==> src/rtl/w_ptr_full_ctrl_pkg.sv <==
`default_nettype none
// +--------------------------------------------------------------------------+
// | Package     : w_ptr_full_ctrl_pkg                                        |
// | Description : Shared asynchronous-FIFO definitions (fifo_defs). Holds    |
// |               the default address width and the depth derivation, and  |
// |               is shared by the write-side and read-side controllers.   |
// | Revision    : 1.0 - initial release                                      |
// +--------------------------------------------------------------------------+
package w_ptr_full_ctrl_pkg;

   // Default FIFO address width. DEPTH = 2**ADDR_WIDTH words.
   localparam int C_ADDR_WIDTH = 3;

   // Smallest address width for which the full-flag Gray comparison is
   // meaningful. The comparison inverts the two top pointer bits and
   // keeps the rest, so at least two address bits are required.
   localparam int C_ADDR_WIDTH_MIN = 2;

   // FIFO depth in words for a given address width.
   function automatic int fifo_depth(input int addr_width);
      return 1 << addr_width;
   endfunction

endpackage : w_ptr_full_ctrl_pkg
`default_nettype wire

==> src/rtl/w_ptr_full_ctrl_gray2bin.sv <==
`default_nettype none
// +--------------------------------------------------------------------------+
// | Module      : gray2bin                                                   |
// | Description : Parametrised combinational Gray-to-binary converter.       |
// |               Binary bit i is the XOR reduction of Gray bits i..MSB.     |
// | Revision    : 1.0 - initial release                                      |
// |                                                                          |
// | Ports                                                                    |
// |   i_gray  in   WIDTH  Gray-coded value                                   |
// |   o_bin   out  WIDTH  equivalent binary value                            |
// +--------------------------------------------------------------------------+
module gray2bin
   import w_ptr_full_ctrl_pkg::*;
#(
   parameter int WIDTH = C_ADDR_WIDTH + 1
) (
   input  logic [WIDTH-1:0] i_gray,
   output logic [WIDTH-1:0] o_bin
);

   // Each output bit is independent, so a flat XOR-reduction per bit is
   // used instead of a ripple chain; synthesis balances the trees.
   for (genvar i = 0; i < WIDTH; i++) begin : g_bit
      assign o_bin[i] = ^i_gray[WIDTH-1:i];
   end

endmodule : gray2bin
`default_nettype wire

==> src/rtl/w_ptr_full_ctrl.sv <==
`default_nettype none
// +--------------------------------------------------------------------------+
// | Module      : w_ptr_full_ctrl                                            |
// | Description : Write-domain pointer and flag controller for an            |
// |               asynchronous FIFO. Keeps the binary and Gray write         |
// |               pointers and produces registered full, almost-full, fill   |
// |               level and a sticky overflow flag.                          |
// | Revision    : 1.0 - initial release                                      |
// |                                                                          |
// | Ports                                                                    |
// |   w_clk          in   1      write-domain clock                          |
// |   w_rst_n        in   1      asynchronous active-low reset               |
// |   w_inc          in   1      write request for this cycle                |
// |   sync_gr_r_ptr  in   AW+1   Gray read pointer, synchronised to w_clk    |
// |   af_thresh      in   AW+1   almost-full threshold, 0..DEPTH             |
// |   ovf_clr        in   1      clears the sticky overflow flag             |
// |   w_addr         out  AW     RAM write address                           |
// |   gr_w_ptr       out  AW+1   registered Gray write pointer               |
// |   w_full         out  1      registered full flag                        |
// |   w_almost_full  out  1      registered, level >= af_thresh              |
// |   w_level        out  AW+1   registered word count, 0..DEPTH             |
// |   w_overflow     out  1      sticky, write attempted while full          |
// +--------------------------------------------------------------------------+
module w_ptr_full_ctrl
   import w_ptr_full_ctrl_pkg::*;
#(
   parameter int ADDR_WIDTH = C_ADDR_WIDTH
) (
   input  logic                  w_clk,
   input  logic                  w_rst_n,
   input  logic                  w_inc,
   input  logic [ADDR_WIDTH:0]   sync_gr_r_ptr,
   input  logic [ADDR_WIDTH:0]   af_thresh,
   input  logic                  ovf_clr,
   output logic [ADDR_WIDTH-1:0] w_addr,
   output logic [ADDR_WIDTH:0]   gr_w_ptr,
   output logic                  w_full,
   output logic                  w_almost_full,
   output logic [ADDR_WIDTH:0]   w_level,
   output logic                  w_overflow
);

   // ------------------------------------------------------------------
   // Registered state
   // ------------------------------------------------------------------
   logic [ADDR_WIDTH:0] r_w_bin;
   logic [ADDR_WIDTH:0] r_gr_w_ptr;
   logic                r_full;
   logic                r_almost_full;
   logic [ADDR_WIDTH:0] r_level;
   logic                r_overflow;

   // ------------------------------------------------------------------
   // Combinational next-state values
   // ------------------------------------------------------------------
   logic                w_wr;
   logic [ADDR_WIDTH:0] w_bin_next;
   logic [ADDR_WIDTH:0] w_gray_next;
   logic [ADDR_WIDTH:0] w_r_bin;
   logic [ADDR_WIDTH:0] w_full_pattern;
   logic [ADDR_WIDTH:0] w_level_next;
   logic                w_full_next;
   logic                w_almost_full_next;
   logic                w_overflow_next;

   // A write is only accepted while the registered full flag is clear,
   // so a rejected write can never move the pointers.
   assign w_wr = w_inc & ~r_full;

   // The extra MSB distinguishes full from empty; the add wraps
   // naturally modulo 2**(ADDR_WIDTH+1).
   assign w_bin_next  = r_w_bin + {{ADDR_WIDTH{1'b0}}, w_wr};
   assign w_gray_next = (w_bin_next >> 1) ^ w_bin_next;

   // Binary view of the synchronised read pointer, used for the level.
   gray2bin #(
      .WIDTH (ADDR_WIDTH + 1)
   ) u_gray2bin (
      .i_gray (sync_gr_r_ptr),
      .o_bin  (w_r_bin)
   );

   // In Gray code, a write pointer exactly DEPTH ahead of the read
   // pointer differs from it in the two top bits only. Comparing against
   // gray_next makes full assert on the very edge that accepts the last
   // free word. Release follows the read pointer through the
   // synchroniser, so it is late but never early.
   assign w_full_pattern = {~sync_gr_r_ptr[ADDR_WIDTH:ADDR_WIDTH-1],
                            sync_gr_r_ptr[ADDR_WIDTH-2:0]};
   assign w_full_next    = (w_gray_next == w_full_pattern);

   // Level is recomputed every cycle from both pointers, so it tracks
   // read-pointer movement even when no write happens. A concurrent
   // write and read-pointer step are both folded into this single
   // subtraction.
   assign w_level_next       = w_bin_next - w_r_bin;
   assign w_almost_full_next = (w_level_next >= af_thresh);

   // Sticky overflow: a write attempt while full sets it, and a set in
   // the same cycle as a clear takes priority so no event is lost.
   assign w_overflow_next = (w_inc & r_full) | (r_overflow & ~ovf_clr);

   // ------------------------------------------------------------------
   // State register
   // ------------------------------------------------------------------
   always_ff @(posedge w_clk or negedge w_rst_n) begin
      if (!w_rst_n) begin
         r_w_bin       <= '0;
         r_gr_w_ptr    <= '0;
         r_full        <= 1'b0;
         r_almost_full <= 1'b0;
         r_level       <= '0;
         r_overflow    <= 1'b0;
      end else begin
         r_w_bin       <= w_bin_next;
         r_gr_w_ptr    <= w_gray_next;
         r_full        <= w_full_next;
         r_almost_full <= w_almost_full_next;
         r_level       <= w_level_next;
         r_overflow    <= w_overflow_next;
      end
   end

   // ------------------------------------------------------------------
   // Outputs
   // ------------------------------------------------------------------
   // The Gray pointer leaves straight from a flop so the read-domain
   // synchroniser never samples a combinational glitch.
   assign w_addr        = r_w_bin[ADDR_WIDTH-1:0];
   assign gr_w_ptr      = r_gr_w_ptr;
   assign w_full        = r_full;
   assign w_almost_full = r_almost_full;
   assign w_level       = r_level;
   assign w_overflow    = r_overflow;

endmodule : w_ptr_full_ctrl
`default_nettype wire
==> config.mk <==
export PLATFORM = sky130hd
export DESIGN_NAME = w_ptr_full_ctrl
export DESIGN_NICKNAME = d
export VERILOG_FILES = /design/src/rtl/w_ptr_full_ctrl_pkg.sv /design/src/rtl/w_ptr_full_ctrl_gray2bin.sv /design/src/rtl/w_ptr_full_ctrl.sv
export SDC_FILE = /design/constraint.sdc
export NUM_CORES = 1
export LEC_CHECK = 0
export CAP_MARGIN = 15
export CELL_PAD_IN_SITES_DETAIL_PLACEMENT = 0
export CELL_PAD_IN_SITES_GLOBAL_PLACEMENT = 1
export CORE_MARGIN = 10
export CORE_UTILIZATION = 36
export DETAILED_ROUTE_END_ITERATION = 8
export PLACE_DENSITY_LB_ADDON = 0.1
export SLEW_MARGIN = 0
export SYNTH_ARGS = -nofsm -noshare
export SYNTH_HDL_FRONTEND = slang
export SYNTH_SLANG_ARGS = --single-unit
==> constraint.sdc <==
create_clock -name w_clk -period 7 [get_ports w_clk]
set_input_delay 0.7 -clock w_clk [delete_from_list [all_inputs] [get_ports w_clk]]
set_output_delay 0.7 -clock w_clk [all_outputs]
set_load 0.01 [all_outputs]
==> Word level (Yosys, flattened, before mapping) <==
Index checks and enable logic that the tools add are counted.
{ "totals": {"elab_cells": 21, "input_bits": 12, "regBits": 15, "output_inout_bits": 14} }
{ "classes": {"n_lt_le_gt_ge": 1, "bitwise": 8, "n_reduce_logical": 3, "n_addsub": 2, "eq_ne": 1} }
{ "op_table": {"columns": ["cell", "n"], "rows": [
  ["4-bit by 1-bit adder with 4-bit output", 1],
  ["4-bit == test", 1],
  ["4-bit greater-or-equal comparator", 1],
  ["4-bit parity", 1],
  ["4-bit subtractor", 1],
  ["3-bit by 4-bit bitwise XOR with 4-bit output", 1],
  ["1-bit bitwise AND", 3],
  ["3-bit parity", 1],
  ["1-bit NOT", 2],
  ["2-bit NOT", 1],
  ["2-bit parity", 1],
  ["1-bit OR", 1]
]} }

==> Depth between registers and ports, before layout <==
Gate-level depths: netlist (run 1).
{ "depth": {"ltp_word": 5, "depth_mapped": 10, "depth_no_buf": 10} }

==> Hierarchy <==
From an unflattened synthesis (run 1), not the netlist that was laid out.
{ "hier_totals": {"cells_unflattened": 67, "hier_area_um2": 773.2} }
{ "by_module_without_submodules": {"columns": ["module", "area_per_inst_um2", "n_inst", "cells_per_inst", "seq_area_each_um2"], "rows": [
  ["w_ptr_full_ctrl", 723.2, 1, 62, 350.3],
  ["gray2bin", 50.0, 1, 5, 0.0]
]} }

==> Least setup slack after synthesis (run 1) <==
Ideal clock, no wire load.
{ "synth_path": {"path_kind": "input to register", "start": "input port w_inc", "end": "register r_almost_full (netlist: w_almost_full)", "t_required_ns": 6.882, "setup_slack_ns": 4.105, "path_stages": 10, "arrival_ns": 2.777, "n_path_buf": 0, "setup_ns": 0.118, "path_cell_list": "nor2b_1 -> ha_1 -> ha_1 -> inv_1 -> fa_1 -> inv_1 -> ha_1 -> a21o_1 -> a21o_1 -> a21o_1"} }
{ "synth_via": {"elab_chain_cells": 4} }
{ "synth_rtl": {"columns": ["element", "line_no", "text"], "rows": [
  ["start, declared", "w_ptr_full_ctrl.sv:31", "input logic w_inc,"],
  ["1-bit bitwise AND", "w_ptr_full_ctrl.sv:68", "assign w_wr = w_inc & ~r_full;"],
  ["4-bit by 1-bit adder with 4-bit output", "w_ptr_full_ctrl.sv:72", "assign w_bin_next = r_w_bin + {{ADDR_WIDTH{1'b0}}, w_wr};"],
  ["named net w_bin_next[1]", "w_ptr_full_ctrl.sv:57", "logic [ADDR_WIDTH:0] w_bin_next;"],
  ["4-bit subtractor", "w_ptr_full_ctrl.sv:96", "assign w_level_next = w_bin_next - w_r_bin;"],
  ["named net w_level_next[1]", "w_ptr_full_ctrl.sv:61", "logic [ADDR_WIDTH:0] w_level_next;"],
  ["4-bit greater-or-equal comparator", "w_ptr_full_ctrl.sv:97", "assign w_almost_full_next = (w_level_next >= af_thresh);"],
  ["named net w_almost_full_next", "w_ptr_full_ctrl.sv:63", "logic w_almost_full_next;"],
  ["end signal, assigned", "w_ptr_full_ctrl.sv:118", "r_almost_full <= w_almost_full_next;"],
  ["end, declared", "w_ptr_full_ctrl.sv:49", "logic r_almost_full;"]
]} }
The timed path passes the listed nets, and every way through them passes these cells.

==> Worst setup path after layout (run 1) <==
{ "layout_path": {"start": "input port sync_gr_r_ptr[3]", "end": "register r_almost_full (netlist: w_almost_full)"} }
{ "layout_via": {"elab_chain_cells": 3, "elab_cells_between_ends": 5, "cone_classes": "add/sub (1); order compare (1); reduce/logical (3)"} }
{ "layout_rtl": {"columns": ["element", "line_no", "text"], "rows": [
  ["start, declared", "w_ptr_full_ctrl.sv:32", "input logic [ADDR_WIDTH:0] sync_gr_r_ptr,"],
  ["4-bit parity or 3-bit parity (tied branches)", "w_ptr_full_ctrl_gray2bin.sv:24", "assign o_bin[i] = ^i_gray[WIDTH-1:i];"],
  ["4-bit subtractor (*)", "w_ptr_full_ctrl.sv:96", null],
  ["named net w_level_next[1]", "w_ptr_full_ctrl.sv:61", null],
  ["4-bit greater-or-equal comparator (*)", "w_ptr_full_ctrl.sv:97", null],
  ["named net w_almost_full_next", "w_ptr_full_ctrl.sv:63", null]
]} }
The timed path passes the listed nets; every way through them passes the cells marked *.

==> qor.yml, run 1 <==
clkTransAtPathRegs_ps: 80
antenna_found_initial: 0
final_util_pct: 54.89
status: "finished, final reports clean"
grt_pass1_wl_mm: 2.559
grt-ovfl-total: 0
slowest_delay_ps: 490
placed_cells: 123
rsz0062_at_grt: "false"
p_sw_share_pct: 37.74
synthTopCellsByArea: "dfrtp_1, ha_1, xnor2_1"
synth_fp_nets: 93
slowest_stage: "clkdlybuf4s50_1"
stdcell_count: 127
dieArea_um2: 4466
io_pins: 26
hold_path_depth: 2
intPower_mw: 0.3537
clk_latency_ps: 270
dp_slack_ps: 3497
timing.final.crit_share_pct: 45.79
vias: 567
layout_commonest_cell: "clkdlybuf4s50_1"
cpMostUsedCell: "a21o_1"
post_cts.repair.setup_buffers: 0
syn_area_um2: 789.5
drive_gt1_share_pct: 5.000
fillCellCount: 189
viasPerCell: 4.465
cts_root_buffer: "clkbuf_4"
r2r_slack_ps: 4350
drt_wl_total_mm: 1.506
wl_per_cell_um: 11.86
fin_area_um2: 1110
ant_nets: 0
period_minus_slack_ps: 3206
cap_violations: 0
crit_arrival_ps: 3380
cp_cell_sequence: "clkdlybuf4s50_1 -> xnor2_1 -> xor2_1 -> xnor2_1 -> ha_1 -> fa_1 -> inv_1 -> ha_1 -> a21o_1 -> a21o_1 -> a21o_1"
synth.avg_cell_area_um2: 11.12
synth_seq_cells: 14
synth.distinct_cells: 19
holdPathEnd: "w_overflow"
tritoncts: "built"
yosys_warnings: 0
hp-class: "reg2reg"
area.growth.synth_to_final_pct: 40.57
grt_max_degree: 15
grt_pass1_vias: 571
crit_type: "in2reg"
synthCells: 71
max_freq_mhz: 312.0
seqPwrFrac_pct: 26.5
crit_start: "sync_gr_r_ptr[3]"
cts.path.max_buffers: 2
tns_ps: 0
hold_buffers: 0
crit_fanout: 4
min_from: "w_full"
dp_hpwl_mm: 1.227
rr_worst_depth: 10
num_antenna_cells: 0
power.leakage_nw: 0.5245
worstSetupEndpointType: "flop"
powerDensity_nw_per_um2: 511.9
postPlaceCellArea_um2: 1074
final_cell_mix: "clkdlybuf4s50_1, dfrtp_1, inv_1, ha_1, xnor2_1"
worstSetupStartpointType: "input port"
fin_skew_ps: 3.538
fin_hold_ws_ps: 530.1
gr-usage-all-layers_pct: 7.332
fp.dieH_um: 66.83
r2r-start: "w_full"
netlist.area_leader.share_pct: 44.37
cts_resized: 0
p_comb_share_pct: 63.5
globalplace.congestion: 0.7519
port_buffers: 25
numCtsBuffers: 3
core_area_um2: 2022
floorplan.initialDensity_pct: 39.05
num-nets-final: 123
synth-seq-area-share_pct: 44.37
net-switching-power_mw: 0.2144
clock_sinks: 14
timing.final.max_slew_violations: 0
ir_drop_mv: 0.2664
total_power_mw: 0.5682
fin_ws_ps: 3794
drc: 0
dr.pass1.iters: 4
worst_pin_slew_ps: 628.6
setup_viol: 0
dieWidth_um: 66.83
p_clk_share_pct: 10.0
yosys.area.top_type: "dfrtp_1"
required_ps: 7170
rows: 16
drt_first_iter_violations: 22
reg2reg_to: "w_almost_full"
slew_headroom_pct: 57.96
finalHoldViolations: 0
h-tree-depth: 1
-- cells in the mapped netlist, drive strengths merged --
cell and number:
nand3 4, dfrtp 14, nor2 1, fa 1, nand2 1, ha 9
o21ai 2, nand2b 1, xor2 8, a21o 4, nor3b 1, nor2b 1
a21oi 2, xnor2 8, and3 1, or3 1, a22oi 1, inv 11
-- layer usage --
metal / part of all wire (%) / GRT usage [%] / up-vias
met4: 0.40 / 0.7853 / 0
met5: 0 / 0 / -
met2: 43 / 10.90 / 18
met1: 45 / 8.925 / 257
li1: - / - / 290
met3: 12 / 4.682 / 2
-- power by group through the flow --
stage | Combinational, mW | Clock [mW] | Sequential (mW)
finish | 0.361 | 0.0570 | 0.151
global route | 0.413 | 0.0634 | 0.156
CTS | 0.370 | 0.0593 | 0.151
detailed placement | 0.367 | 0 | 0.153
global placement | 0.365 | 0 | 0.152
floorplan | 0.214 | 0 | 0.172
-- logic make-up (layout without fill, tap and decap cells) --
logic type,Yosys count,in the layout,synth area share (%)
XOR/XNOR,16,16,18.70
AO/OA/AOI/OAI,9,9,7.291
AND/OR/NAND/NOR,11,11,7.609
flip-flops,14,14,44.37
buffers and inverters,11,40,5.230
adder cells (fa/ha/maj),10,10,16.80
-- critical path: cells and delay by family --
kind	cells	cell delay, ps
compound gates	3	480
fa+ha+maj	3	960
xor+xnor	3	690
buf+inv	2	540
-- final cells by class --
| class | instances | area, µm² | share of cell area (%) |
|---|---|---|---|
| clock buffers | 4 | 36.28 | 3.269 |
| inverters | 11 | 41.29 | 3.720 |
| multi-input cells | 46 | 397.9 | 35.85 |
| flip-flops and latches | 14 | 350.3 | 31.57 |
| well taps | 27 | 33.78 | 3.044 |
| repair buffers | 25 | 250.2 | 22.55 |
-- how the worst max path moves through the flow --
| stage | end | cells after the start | slack, ps |
|---|---|---|---|
| CTS | w_almost_full | 11 | 3800 |
| global placement | w_almost_full | 11 | 3510 |
| global route | w_almost_full | 10 | 3630 |
| detailed placement | w_almost_full | 11 | 3500 |
| floorplan | w_almost_full | 10 | 4100 |
| finish | w_almost_full | 11 | 3790 |
-- flip-flops by register name, summed over array words and instances (netlist names) --
register,count
gr_w_ptr,4
w_level,4
r_w_bin,3
w_almost_full,1
w_full,1
w_overflow,1
Note: power is estimated with default switching activity, not from simulation.
==> inputs of run 2 (changes only) <==
- CORE_UTILIZATION: 36 -> 33
- clock period: 7 -> 3.25 ns (I/O delays scaled with it)
==> run 2 against run 1 <==
  * Global-route usage rose by 0.55 points
  * Cell count grew 1.6%
  * First-iteration DRC count grew 32%
  * Utilization fell by 5.6 points
  * Clock-buffer cell count fell by 1
  * Critical path depth is the same
  * Via count up 1.1%
  * Flip-flop and latch count did not move
  * Routed wire length increased by 10%
  * Clock power is 70% higher
  * Sequential power up 120%
  * Total power rose by 120%
  * Highest routed layer unchanged
==> qor.yml, run 2 (synthesis gave the netlist of run 1 again) <==
status: "finished, final reports clean"
final_cell_mix: "clkdlybuf4s50_1, dfrtp_1, inv_1, ha_1, xnor2_1"
grt_max_degree: 15  # unchanged
area.growth.synth_to_final_pct: 40.89
power.leakage_nw: 0.5269  # +0.47%
core_area_um2: 2255  # +12%
dr.pass1.iters: 4  # unchanged
grt-ovfl-total: 0  # unchanged
viasPerCell: 4.442  # -0.51%
r2r_slack_ps: 720  # -3630 ps
clock_sinks: 14  # unchanged
ir_drop_mv: 0.5534  # +110%
fp.dieH_um: 68.91  # +3.1%
dp_hpwl_mm: 1.361  # +11%
fin_skew_ps: 1.994  # -1.544 ps
rows: 17  # +1
cts.path.max_buffers: 2  # unchanged
stdcell_count: 129  # +1.6%
reg2reg_to: "w_almost_full"
setup_viol: 0  # unchanged
slew_headroom_pct: 56.45  # -1.5 points
worstSetupStartpointType: "input port"
dieArea_um2: 4749  # +6.3%
num_antenna_cells: 0  # unchanged
dieWidth_um: 68.91  # +3.1%
tritoncts: "built"
placed_cells: 126  # +2.4%
hold_buffers: 0  # unchanged
crit_arrival_ps: 3040  # -340 ps
crit_start: "sync_gr_r_ptr[3]"
rr_worst_depth: 10  # unchanged
wl_per_cell_um: 12.89  # +8.7%
slowest_delay_ps: 500  # about the same
antenna_found_initial: 0  # unchanged
worstSetupEndpointType: "flop"
cpMostUsedCell: "a21o_1"
floorplan.initialDensity_pct: 35.02  # -4.0 points
drive_gt1_share_pct: 5.941  # +0.94 points
h-tree-depth: 1  # unchanged
timing.final.crit_share_pct: 88.25
powerDensity_nw_per_um2: 1111  # +120%
cp.buffers_inverters: 2  # unchanged
period_minus_slack_ps: 2868
port_buffers: 25  # unchanged
hp-class: "in2async"
ant_nets: 0  # unchanged
cp_top_family: "adder cells"
finalHoldViolations: 0  # unchanged
gr-usage-all-layers_pct: 7.881  # +0.55 points
clkTransAtPathRegs_ps: 80  # about the same
layout_commonest_cell: "clkdlybuf4s50_1"
num-nets-final: 125  # +1.6%
drc: 0  # unchanged
grt_pass1_wl_mm: 2.725  # +6.5%
tns_ps: 0  # unchanged
numCtsBuffers: 3  # unchanged
post_cts.repair.setup_buffers: 0  # unchanged
crit_fanout: 4  # unchanged
drt_first_iter_violations: 29  # +32%
grt_pass1_vias: 574  # +0.53%
r2r-start: "w_full"
cp_cell_sequence: "clkdlybuf4s50_1 -> xnor2_1 -> xor2_1 -> xnor2_1 -> ha_1 -> fa_1 -> inv_1 -> ha_1 -> a21o_1 -> a21o_1 -> a21o_1"
io_pins: 26  # unchanged
crit_type: "in2reg"
cts_resized: 0  # unchanged
rsz0062_at_grt: "false"
drt_wl_total_mm: 1.663  # +10%
vias: 573  # +1.1%
required_ps: 3420  # -3750 ps
cts_root_buffer: "clkbuf_4"
cap_violations: 0  # unchanged
clk_latency_ps: 270  # about the same
globalplace.congestion: 0.7521  # about the same
timing.final.max_slew_violations: 0  # unchanged
max_freq_mhz: 348.7
worst_pin_slew_ps: 651.3  # +22.63 ps
slowest_stage: "clkdlybuf4s50_1"
## run 2: cell types whose count changed in the layout (fill, tap and decap cells not counted), sizes merged
| cell | previous run | this run |
|---|---|---|
| buf | 0 | 2 |
| clkbuf | 4 | 3 |
## run 2: worst register-to-register path: cells and delay by family, from the launching register on
kind,cells,cell delay [ps]
fa+ha+maj,4,1090
compound gates,3,510
flops,1,390
xor+xnor,1,170
buf+inv,1,160
simple gates,1,120
## run 2: how the worst max path moves through the flow
stage	endpoint	slack, ps	cells after the start
after global placement	w_almost_full	120	11
final	w_almost_full	380	11
after global routing	w_almost_full	190	11
after floorplan	w_almost_full	720	10
after detailed placement	w_almost_full	80	11
after CTS	w_almost_full	380	11
## run 2: layer usage
layer | share of wire, % | global-route usage (%) | vias to the layer above | wire, µm
li1 | - | - | 293 | -
met1 | 42 | 9.466 | 254 | 694
met2 | 43 | 11.07 | 22 | 708
met3 | 14 | 3.543 | 4 | 234
met4 | 1.6 | 5.172 | 0 | 26
met5 | 0 | 0 | - | 0
## run 2: per-stage QoR
| step | hold slack (ps) | utilization, % | worst slack, ps | power (mW) | instance area, µm² |
|---|---|---|---|---|---|
| after floorplan | 29.41 | - | 720.9 | 0.8321 | 789.5 |
| after global placement | 507.3 | 48.34 | 118.3 | 1.144 | 1090 |
| after detailed placement | 503.7 | 48.34 | 76.23 | 1.158 | 1090 |
| after CTS | 459.5 | 49.33 | 379.3 | 1.268 | 1112 |
| after global routing | 493.8 | 49.33 | 190.1 | 1.357 | 1112 |
| final | 443.5 | 49.33 | 381.8 | 1.236 | 1112 |
## run 2: cell type report
class / instances / area [µm²]
Sequential cell: 14 / 350.3
Timing Repair Buffer: 27 / 265.3
Inverter: 11 / 41.29
Tap cell: 28 / 35.03
Fill cell: 229 / 1142
Clock buffer: 3 / 22.52
Multi-Input combinational cell: 46 / 397.9
## run 2: power breakdown
group          switching [mW]  internal, mW
logic                   0.371         0.442
clock network          0.0542        0.0429
registers              0.0515         0.273
==> inputs of run 3 (changes only) <==
- CORE_UTILIZATION: 33 -> 35
- CTS_BUF_LIST: unset -> sky130_fd_sc_hd__clkbuf_8
==> run 3 against run 2 <==
  * Die area shrank 4.1%
  * Fmax grew 0.84%
  * Flip-flop and latch count is the same
  * Worst hold slack gained 28 ps
  * Cell count grew 0.78%
  * Clock power grew 68%
  * Routed wire length shrank 9.6%
  * Largest power group unchanged
  * Worst setup slack gained 24 ps
==> qor.yml, run 3 (synthesis gave the netlist of run 1 again) <==
p_comb_share_pct: 62.2  # -3.6 points
hp-class: "in2async"
grt_pass1_vias: 555  # -3.3%
dp_hpwl_mm: 1.298  # -4.6%
setup_viol: 0  # unchanged
hold_buffers: 0  # unchanged
cpMostUsedCell: "a21o_1"
p_sw_share_pct: 36.24  # -2.4 points
timing.final.max_slew_violations: 0  # unchanged
required_ps: 3380  # -40 ps
max_freq_mhz: 351.6  # +0.84%
worst_pin_slew_ps: 613.1  # -38.16 ps
cts.path.max_buffers: 2  # unchanged
numCtsBuffers: 3  # unchanged
globalplace.congestion: 0.6978  # -7.2%
port_buffers: 25  # unchanged
worstSetupEndpointType: "flop"
ant_nets: 0  # unchanged
powerDensity_nw_per_um2: 1129  # +1.6%
tns_ps: 0  # unchanged
rows: 17  # unchanged
worstSetupStartpointType: "input port"
rsz0062_at_grt: "false"
power.leakage_nw: 0.5419  # +2.8%
slowest_delay_ps: 490  # about the same
dieWidth_um: 67.50  # -2.1%
intPower_mw: 0.8238  # +8.6%
postPlaceCellArea_um2: 1090  # unchanged
grt_pass1_wl_mm: 2.539  # -6.8%
ir_drop_mv: 0.5694  # +2.9%
period_minus_slack_ps: 2844  # -23.87 ps
dp_slack_ps: 120.7  # +44.50 ps
tritoncts: "built"
cp.buffers_inverters: 2  # unchanged
slew_headroom_pct: 59.00  # +2.6 points
cts_root_buffer: "clkbuf_8"
drive_gt1_share_pct: 6.863  # +0.92 points
status: "finished, final reports clean"
viasPerCell: 4.346  # -2.2%
fin_skew_ps: 1.784  # -0.2101 ps
drt_wl_total_mm: 1.503  # -9.6%
wl_per_cell_um: 11.56  # -10%
area.growth.synth_to_final_pct: 45.01
post_cts.repair.setup_buffers: 0  # unchanged
net-switching-power_mw: 0.4682  # -1.8%
fp.dieH_um: 67.50  # -2.1%
num_antenna_cells: 0  # unchanged
final_cell_mix: "clkdlybuf4s50_1, dfrtp_1, inv_1, ha_1, xnor2_1"
num-nets-final: 125  # unchanged
antenna_found_initial: 0  # unchanged
h-tree-depth: 1  # unchanged
drt_first_iter_violations: 10  # -66%
clk_latency_ps: 240  # -30 ps
crit_fanout: 4  # unchanged
floorplan.initialDensity_pct: 36.39  # +1.4 points
clock_sinks: 14  # unchanged
crit_type: "in2reg"
cts_resized: 0  # unchanged
cp_cell_sequence: "clkdlybuf4s50_1 -> xnor2_1 -> xor2_1 -> xnor2_1 -> ha_1 -> fa_1 -> inv_1 -> ha_1 -> a21o_1 -> a21o_1 -> a21o_1"
drc: 0  # unchanged
grt-ovfl-total: 0  # unchanged
grt_max_degree: 15  # unchanged
slowest_stage: "clkdlybuf4s50_1"
core_area_um2: 2170  # -3.8%
crit_arrival_ps: 2980  # -60 ps
gr-usage-all-layers_pct: 7.325  # -0.56 points
p_clk_share_pct: 12.6  # +4.7 points
io_pins: 26  # unchanged
cap_violations: 0  # unchanged
cp_top_family: "adder cells"
layout_commonest_cell: "clkdlybuf4s50_1"
finalHoldViolations: 0  # unchanged
seqPwrFrac_pct: 25.2  # -1.1 points
clkTransAtPathRegs_ps: 50  # -30 ps
dieArea_um2: 4556  # -4.1%
vias: 565  # -1.4%
dr.pass1.iters: 3  # -1
fin_ws_ps: 405.7  # +23.86 ps
fin_area_um2: 1145  # +2.9%
timing.final.crit_share_pct: 87.52  # -0.73 points
run 3: cell count changes in the layout (fill, tap and decap cells not counted), sizes merged:
cell / delta
clkbuf: +1
run 3: cell type report:
class,instances,area (µm²)
tap,28,35.03
clock buffer,4,55.05
fill,205,1025
multi-input combinational,46,397.9
inverter,11,41.29
timing repair buffer,27,265.3
sequential,14,350.3
run 3: layer usage:
| layer | up-vias | part of all wire, % | routed length [µm] | GRT usage, % |
|---|---|---|---|---|
| li1 | 292 | - | - | - |
| met1 | 252 | 45 | 679 | 8.838 |
| met2 | 19 | 42 | 629 | 10.33 |
| met3 | 2 | 12 | 186 | 4.793 |
| met4 | 0 | 0.53 | 8 | 2.308 |
| met5 | - | 0 | 0 | 0 |
run 3: final timing paths:
path | cells past startpoint | end | start | slack (ps)
worst min register to register | 2 | w_overflow | w_full | 510
max in group asynchronous | 1 | r_w_bin[1] | w_rst_n | 2380
worst min-delay path | 1 | w_level[2] | w_rst_n | 470
worst max-delay path | 11 | w_almost_full | sync_gr_r_ptr[3] | 410
min in group w_clk | 2 | w_overflow | w_full | 510
worst max register to register | 10 | w_almost_full | w_full | 770
run 3: power groups by stage:
stage | clock network, mW | logic [mW] | registers [mW]
after CTS | 0.170 | 0.829 | 0.326
after floorplan | 0 | 0.461 | 0.371
after detailed placement | 0 | 0.827 | 0.328
final | 0.163 | 0.804 | 0.326
after global routing | 0.181 | 0.916 | 0.337
after global placement | 0 | 0.818 | 0.327
run 3: through the flow:
| step | util [%] | hold slack (ps) | instances | power (mW) |
|---|---|---|---|---|
| 3_5_place_dp | 50.23 | 500.9 | 126 | 1.155 |
| 5_1_grt | 52.77 | 517.5 | 130 | 1.434 |
| 3_3_place_gp | 50.23 | 505.7 | 126 | 1.145 |
| 6_report | 52.77 | 471.8 | 130 | 1.292 |
| 2_1_floorplan | - | 29.41 | 71 | 0.8321 |
| 4_1_cts | 52.77 | 496.4 | 130 | 1.325 |
